## src/rtl/pwm_bank.sv

```systemverilog
// pwm_bank: CHANNELS complementary PWM pairs sharing one prescaler and one
// period counter, with shadowed period/duty, dead time and a period irq.
// Ports: clk; rst (async, active-high); address/databi/databo/cen/wr bus
// (write on clk when cen && wr, databo combinational, 0 when !cen);
// q/n high/low-side outputs per channel; irq period interrupt.
module pwm_bank #(
    parameter int CHANNELS = 3,
    parameter int ADDR_W   = 4
) (
    input  logic                clk,
    input  logic                rst,
    input  logic [ADDR_W-1:0]   address,
    input  logic [7:0]          databi,
    output logic [7:0]          databo,
    input  logic                cen,
    input  logic                wr,
    output logic [CHANNELS-1:0] q,
    output logic [CHANNELS-1:0] n,
    output logic                irq
);

    localparam int A_CTRL   = 0;
    localparam int A_STATUS = 1;
    localparam int A_PRESC  = 2;
    localparam int A_PERIOD = 3;
    localparam int A_DEAD   = 4;
    localparam int A_DUTY   = 5;

    logic [3:0] ctrl;
    logic       en;
    logic       center;
    logic       invert;
    logic       irq_en;
    logic       pflag;
    logic       pending;
    logic [7:0] presc;
    logic [7:0] period_sh;
    logic [7:0] period_act;
    logic [7:0] deadtime;
    logic [7:0] duty_sh  [CHANNELS];
    logic [7:0] duty_act [CHANNELS];

    logic [7:0] pcnt;
    logic [7:0] cnt;
    logic       dir;
    logic       tick;
    logic       boundary;
    logic       en_rise;
    logic       load;

    logic                we;
    logic                sel_ctrl;
    logic                sel_status;
    logic                sel_presc;
    logic                sel_period;
    logic                sel_dead;
    logic [CHANNELS-1:0] sel_duty;
    logic                wr_shadow;

    logic [CHANNELS-1:0] raw;
    logic [CHANNELS-1:0] raw_prev;
    logic [CHANNELS-1:0] q_int;
    logic [CHANNELS-1:0] n_int;
    logic [7:0]          run_q   [CHANNELS];
    logic [7:0]          run_cur [CHANNELS];

    assign en     = ctrl[0];
    assign center = ctrl[1];
    assign invert = ctrl[2];
    assign irq_en = ctrl[3];
    assign we     = cen & wr;

    // ---------------- address decode ----------------
    always_comb begin
        sel_ctrl   = (address == ADDR_W'(A_CTRL));
        sel_status = (address == ADDR_W'(A_STATUS));
        sel_presc  = (address == ADDR_W'(A_PRESC));
        sel_period = (address == ADDR_W'(A_PERIOD));
        sel_dead   = (address == ADDR_W'(A_DEAD));
        sel_duty   = '0;
        for (int k = 0; k < CHANNELS; k++) begin
            sel_duty[k] = (address == ADDR_W'(A_DUTY + k));
        end
    end

    assign wr_shadow = we & (sel_period | (|sel_duty));
    assign en_rise   = we & sel_ctrl & databi[0] & ~en;

    // ---------------- read mux ----------------
    always_comb begin
        databo = 8'h00;
        if (cen) begin
            unique case (1'b1)
                sel_ctrl:   databo = {4'h0, ctrl};
                sel_status: databo = {6'h00, pending, pflag};
                sel_presc:  databo = presc;
                sel_period: databo = period_sh;
                sel_dead:   databo = deadtime;
                default: begin
                    for (int k = 0; k < CHANNELS; k++) begin
                        if (sel_duty[k]) databo = duty_sh[k];
                    end
                end
            endcase
        end
    end

    // ---------------- timebase ----------------
    assign tick = en & (pcnt == presc);

    // Center mode holds each endpoint for two ticks: the turn happens
    // on a tick without moving cnt, only flipping dir.
    always_comb begin
        boundary = 1'b0;
        if (tick) begin
            if (!center) begin
                boundary = (cnt >= period_act);
            end else if (period_act == 8'd0) begin
                boundary = 1'b1;
            end else begin
                boundary = dir & (cnt == 8'd0);
            end
        end
    end

    assign load = boundary | en_rise;

    always_ff @(posedge clk or posedge rst) begin
        if (rst) begin
            pcnt <= 8'd0;
            cnt  <= 8'd0;
            dir  <= 1'b0;
        end else if (!en) begin
            pcnt <= 8'd0;
            cnt  <= 8'd0;
            dir  <= 1'b0;
        end else if (tick) begin
            pcnt <= 8'd0;
            if (!center) begin
                dir <= 1'b0;
                cnt <= boundary ? 8'd0 : cnt + 8'd1;
            end else if (period_act == 8'd0) begin
                dir <= 1'b0;
                cnt <= 8'd0;
            end else if (!dir) begin
                if (cnt >= period_act - 8'd1) begin
                    dir <= 1'b1;
                end else begin
                    cnt <= cnt + 8'd1;
                end
            end else begin
                if (cnt == 8'd0) begin
                    dir <= 1'b0;
                end else begin
                    cnt <= cnt - 8'd1;
                end
            end
        end else begin
            pcnt <= pcnt + 8'd1;
        end
    end

    // ---------------- registers ----------------
    always_ff @(posedge clk or posedge rst) begin
        if (rst) begin
            ctrl       <= 4'h0;
            presc      <= 8'h00;
            period_sh  <= 8'hFF;
            period_act <= 8'hFF;
            deadtime   <= 8'h00;
            pflag      <= 1'b0;
            pending    <= 1'b0;
        end else begin
            if (we && sel_ctrl)   ctrl      <= databi[3:0];
            if (we && sel_presc)  presc     <= databi;
            if (we && sel_period) period_sh <= databi;
            if (we && sel_dead)   deadtime  <= databi;
            // load samples the pre-write shadow when both coincide
            if (load) period_act <= period_sh;
            if (boundary) begin
                pflag <= 1'b1;
            end else if (we && sel_status && databi[0]) begin
                pflag <= 1'b0;
            end
            if (wr_shadow) begin
                pending <= 1'b1;
            end else if (load) begin
                pending <= 1'b0;
            end
        end
    end

    always_ff @(posedge clk or posedge rst) begin
        if (rst) begin
            for (int k = 0; k < CHANNELS; k++) begin
                duty_sh[k]  <= 8'h00;
                duty_act[k] <= 8'h00;
            end
        end else begin
            for (int k = 0; k < CHANNELS; k++) begin
                if (we && sel_duty[k]) duty_sh[k]  <= databi;
                if (load)              duty_act[k] <= duty_sh[k];
            end
        end
    end

    // ---------------- compare and dead time ----------------
    // run_cur: cycles raw has already held its present value before
    // this one; an edge on raw restarts it at 0.
    always_comb begin
        raw   = '0;
        q_int = '0;
        n_int = '0;
        for (int k = 0; k < CHANNELS; k++) begin
            raw[k]     = (cnt < duty_act[k]);
            run_cur[k] = (raw[k] == raw_prev[k]) ? run_q[k] : 8'd0;
            q_int[k]   = raw[k] & (run_cur[k] >= deadtime);
            n_int[k]   = ~raw[k] & (run_cur[k] >= deadtime);
        end
    end

    always_ff @(posedge clk or posedge rst) begin
        if (rst) begin
            raw_prev <= '0;
            q        <= '0;
            n        <= '0;
            irq      <= 1'b0;
            for (int k = 0; k < CHANNELS; k++) begin
                run_q[k] <= 8'd0;
            end
        end else begin
            irq <= pflag & irq_en;
            if (!en) begin
                raw_prev <= '0;
                q        <= '0;
                n        <= '0;
                for (int k = 0; k < CHANNELS; k++) begin
                    run_q[k] <= 8'd0;
                end
            end else begin
                raw_prev <= raw;
                q        <= q_int ^ {CHANNELS{invert}};
                n        <= n_int ^ {CHANNELS{invert}};
                for (int k = 0; k < CHANNELS; k++) begin
                    run_q[k] <= (run_cur[k] == 8'hFF) ? 8'hFF
                                                      : run_cur[k] + 8'd1;
                end
            end
        end
    end

endmodule

```

## config.mk

```make
export PLATFORM = sky130hd
export DESIGN_NAME = pwm_bank
export DESIGN_NICKNAME = d
export VERILOG_FILES = /design/src/rtl/pwm_bank.sv
export SDC_FILE = /design/constraint.sdc
export NUM_CORES = 1
export LEC_CHECK = 0
export ABC_AREA = 1
export CAP_MARGIN = 20
export CORE_ASPECT_RATIO = 2
export CORE_MARGIN = 2
export CORE_UTILIZATION = 55
export DETAILED_ROUTE_END_ITERATION = 7
export PLACE_DENSITY_LB_ADDON = 0.25
export SYNTH_ARGS = -nofsm -noshare
export SYNTH_HDL_FRONTEND = slang
export SYNTH_SLANG_ARGS = --single-unit
```

## constraint.sdc

```tcl
create_clock -name clk -period 6.4 [get_ports clk]
set_clock_uncertainty 0.05 [all_clocks]
set_input_delay 1.28 -clock clk [delete_from_list [all_inputs] [get_ports clk]]
set_output_delay 1.28 -clock clk [all_outputs]
set_load 0.03 [all_outputs]
```

; After elaboration in Yosys (flattened, before gate mapping)
; Index checks and enable logic that the tools add are counted.
[totals]
output_inout_bits = 15
register_bits = 137
elab_cells = 132
input_bits = 16
[op_classes]
bitwise = 22
n_eq_ne = 17
n_lt_le_gt_ge = 8
n_reduce_logical = 16
muxes = 39
add_sub_neg = 7
[op_table]
columns = operator, n
row1 = $mux W8, 20
row2 = $add A8 B1 Y8 const B, 5
row3 = $ge A8 B8 Y1, 5
row4 = $pmux W8 S5, 1
row5 = $eq A8 B8 Y1 const B, 3
row6 = $lt A8 B8 Y1, 3
row7 = $mux W24, 1
row8 = $eq A4 B3 Y1 const B, 4
row9 = $logic_not A8 Y1, 2
row10 = $sub A8 B1 Y8 const B, 2
row11 = $and A1 B1 Y1, 14
row12 = $mux W1, 14
row13 = $ne A5 B5 Y1 const B, 2
row14 = $logic_and A1 B1 Y1, 9
row15 = $mux W3, 3
row16 = $eq A4 B2 Y1 const B, 2
row17 = $eq A8 B8 Y1, 1
row18 = $xor A3 B3 Y3, 2
row19 = $eq A4 B1 Y1 const B, 1
row20 = $logic_not A4 Y1, 1
row21 = $not A1 Y1, 4
row22 = $reduce_bool A2 Y1, 2
row23 = $eq A1 B1 Y1, 3
row24 = $reduce_and A3 Y1, 1
row25 = other kinds (3), 4

; Depth between registers and ports, before layout
[logic_depth]
ltp_word = 9
ltp_mapped = 21
mapped_depth_nobuf = 21

; Least setup slack after synthesis
; Ideal clock, no wire load.
[synth_path]
path_type = input to output
start = input port address[2]
end = output port databo[0]
t_arrival_ns = 2.959
t_required_ns = 5.070
path_stages = 9
slack_ns = 2.111
path_buffers = 1
cell_sequence = inv_1 -> nor2_1 -> inv_1 -> nor2_1 -> nor2_1 -> clkbuf_1 -> o21ai_0 -> a221oi_1 -> a311oi_1
[synth_via]
elab_chain_len = 6
word_cells_on_any_way = 13
cone_classes = eq/ne: 7 / mux: 5 / reduce/logical: 1
[synth_rtl]
columns = item, line
row1 = from (decl), 12  ; input logic [ADDR_W-1:0] address,
row2 = $eq A4 B3 Y1, 82  ; sel_duty[k] = (address == ADDR_W'(A_DUTY + k));
row3 = $mux W8 (3 in series), 101  ; if (sel_duty[k]) databo = duty_sh[k];
row4 = $pmux W8 S5 *, 93  ; unique case (1'b1)
row5 = $mux W8 *, 92  ; if (cen) begin
row6 = to (decl), 14  ; output logic [7:0] databo,
; Every way passes the cells marked *; elsewhere a longest branch is shown, timed or not.

; Worst setup path in the final report
[layout_path]
start = input port address[1]
end = output port databo[5]
; Same word-level chain as after synthesis.

==> impl_metrics.env <==
export IMPL_status="complete, no violations"
export IMPL_antenna_cells=0
export IMPL_first_pass_iters=5
export IMPL_required_ns=5.07
export IMPL_num_rows=64
export IMPL_power_share_switching_pct=40.8
export IMPL_htreeDepth=4
export IMPL_fin_crit_sh_pct=84.6
export IMPL_drt_wl_total_mm=22.4
export IMPL_seq_area_frac_synth_pct=40.6
export IMPL_io_pins=31
export IMPL_clk_latency_ns=0.43
export IMPL_power_frac_comb_pct=39.3
export IMPL_yosys_area_top_type_share_pct=35.7
export IMPL_routed_wl_met2_mm=11.9
export IMPL_routed_top_layer="met4"
export IMPL_hold_violations=0
export IMPL_cts_clk_slew_worst_paths_ns=0.05
export IMPL_fin_ws_ns=0.986
export IMPL_min_period_ns=5.41
export IMPL_p_leak_nw=4.63
export IMPL_power_density_nw_per_um2=409
export IMPL_drt_wirelength_per_cell_um=17.5
export IMPL_grt_pass1_vias=7174
export IMPL_clock_fmax_mhz=185
export IMPL_pwr_share_clk_pct=27.7
export IMPL_cts_root_buf="clkbuf_16"
export IMPL_worstSetupEndpointType="primary output"
export IMPL_final_setup_viol_count=0
export IMPL_drv_cap=0
export IMPL_slew_headroom_pct=46.9
export IMPL_avgSynthCellArea_um2=8.17
export IMPL_rsz0062_at_grt="false"
export IMPL_post_cts_buffers=0
export IMPL_synth_cells=1039
export IMPL_syn_to_final_growth_pct=12.8
export IMPL_preCtsSetupSlack_ns=1.04
export IMPL_antenna_found_initial=0
export IMPL_peakVddDrop_uv=309
export IMPL_ys_warnings_count=0
export IMPL_ant_nets=0
export IMPL_initial_core_util_pct=55.8
export IMPL_fp_dieH_um=180
export IMPL_grt_max_degree=87
export IMPL_wl_met1_mm=7.90
export IMPL_drcViolationCount=0
export IMPL_async_reset_ff_share_pct=100
export IMPL_tritoncts="yes"
export IMPL_hp_class="reg -> reg"
export IMPL_ys_flop_type="dfrtp_1"
export IMPL_path_class="in -> out"
export IMPL_clockBufferDepth=2
export IMPL_vias=7126
export IMPL_dpl_hpwl_mm=17.0
export IMPL_grt_pass1_wl_mm=36.4
export IMPL_p_int_mw=2.32
export IMPL_power_switching_mw=1.60
export IMPL_path_max_fanout=11
export IMPL_setup_tns_ns=0
export IMPL_ys_ff_latch=137
export IMPL_cts_sinks=137
export IMPL_synth_area_um2=8490
export IMPL_layout_drive_gt1_share_pct=13.3
export IMPL_worstSetupStartpointType="primary input"
export IMPL_fillCellCount=1355
export IMPL_mostFrequentLayoutCells="nand2_1, inv_1, dfrtp_1, o21ai_0, nor2_1"
export IMPL_ys_types=47
export IMPL_cts_buffers=17
export IMPL_dieArea_um2=16500
export IMPL_regArea_um2=3450
export IMPL_final_nets=1158
export IMPL_yosysTopAreaCell="dfrtp_1"
export IMPL_ctsHoldBuffers=0
export IMPL_core_um2=15200
export IMPL_place_congestion=0.893
export IMPL_drt_initial_drc_count=527
export IMPL_multiInputGateArea_um2=4270
export IMPL_dr_wl_met3_um=796
export IMPL_die_width_um=91.9
export IMPL_power_frac_seq_pct=33.0
export IMPL_postCtsResizedCells=0
export IMPL_grt_ovfl_total=0
export IMPL_syn_num_nets=1125
export IMPL_worst_pin_slew_ns=0.797
export IMPL_via_per_inst=5.55
export IMPL_track_usage_pct=29.0
export IMPL_synth_edf_count=0
export IMPL_layout_commonest_cell="nand2_1"
export IMPL_slew_viol_final=0
export IMPL_port_buffer_count=30
export IMPL_netlist_top_cells_area="dfrtp_1, ha_1, nand2_1, inv_1, dfstp_2"
export IMPL_critPathArrivalTime_ns=4.08
export IMPL_holdWs_ns=0.423
[logic make-up (layout without fill, tap and decap cells)]
logic type	count (synthesis)	count (layout)	synth area share, %
multiplexers	1	1	0.133
AND/OR/NAND/NOR	410	410	22.2
buffers and inverters	185	231	9.23
XOR/XNOR	24	24	2.48
flip-flops	137	137	40.6
AO/OA/AOI/OAI	212	212	15.0
adder cells (fa/ha/maj)	70	70	10.3
[area by class of cell]
cell class | count | share of cell area [%]
multi-input cells | 717 | 44.6
flip-flops and latches | 137 | 36.0
inverters | 164 | 6.48
clock buffers | 20 | 4.77
repair buffers | 35 | 3.53
well taps | 198 | 2.59
clock inverters | 12 | 2.05
[power by group through the flow]
stage / clock network (mW) / registers [mW] / logic (mW)
final: 1.08 / 1.29 / 1.54
after global routing: 1.13 / 1.31 / 1.76
after CTS: 1.09 / 1.29 / 1.54
after detailed placement: 0 / 1.30 / 1.53
after global placement: 0 / 1.29 / 1.49
after floorplan: 0 / 1.25 / 1.14
[worst max-delay path: stages]
cell and delay [ns]:
clkdlybuf4s50_1 0.53, nor2_1 0.06, inv_1 0.10, nor2_1 0.11, nor2_1 0.53, inv_1 0.24
o221ai_1 0.13, a21oi_1 0.08, nor3_1 0.28, clkdlybuf4s50_1 0.74
[sequential cells by signal, summed over array words and instances, names as in the netlist, 8 cells and up]
signal      cells
period_sh       8
run_q          24
pcnt            8
cnt             8
period_act      8
duty_act       24
deadtime        8
duty_sh        24
presc           8
[metrics by stage]
stage	std cells	util, %	power (mW)	cell area (µm²)
finish	1283	62.9	3.91	9570
global route	1283	62.9	4.20	9570
CTS	1283	62.9	3.93	9570
detailed placement	1251	58.6	2.83	8920
global placement	1251	58.6	2.78	8920
floorplan	1039	-	2.39	8490
[per-layer routing]
metal,vias up,GRT usage [%]
met1,3340,29.8
met2,205,52.2
met4,0,20.4
li1,3485,-
met3,96,4.65
met5,-,0
[final timing paths]
path / from / endpoint / slack, ns / cells past startpoint
max: address[1] / databo[5] / 0.99 / 10
min reg2reg: period_sh[1] / period_act[1] / 0.42 / 2
min: period_sh[1] / period_act[1] / 0.42 / 2
min in group asynchronous: rst / run_q[21] / 1.33 / 2
max reg2reg: cnt[5] / q[2] / 2.79 / 14
max in group asynchronous: rst / duty_act[10] / 3.75 / 3
[Yosys cell counts (4+ instances only)]
master,instances
a221oi_1,11
nor3_1,18
a31oi_1,7
ha_1,70
nand4_1,17
a21oi_1,55
xnor2_1,6
nand3_1,35
o21ai_2,28
nor2_2,9
o21ai_0,80
buf_2,5
nand3_2,8
nor3b_1,4
o2111ai_1,4
xor2_1,18
nand2_1,201
o22ai_1,5
o21a_1,4
nor2_1,71
nand2_2,37
o21ai_1,9
dfstp_2,16
clkbuf_1,8
dfrtp_1,121
inv_1,160
No activity file was read; power rests on OpenSTA's default activity.
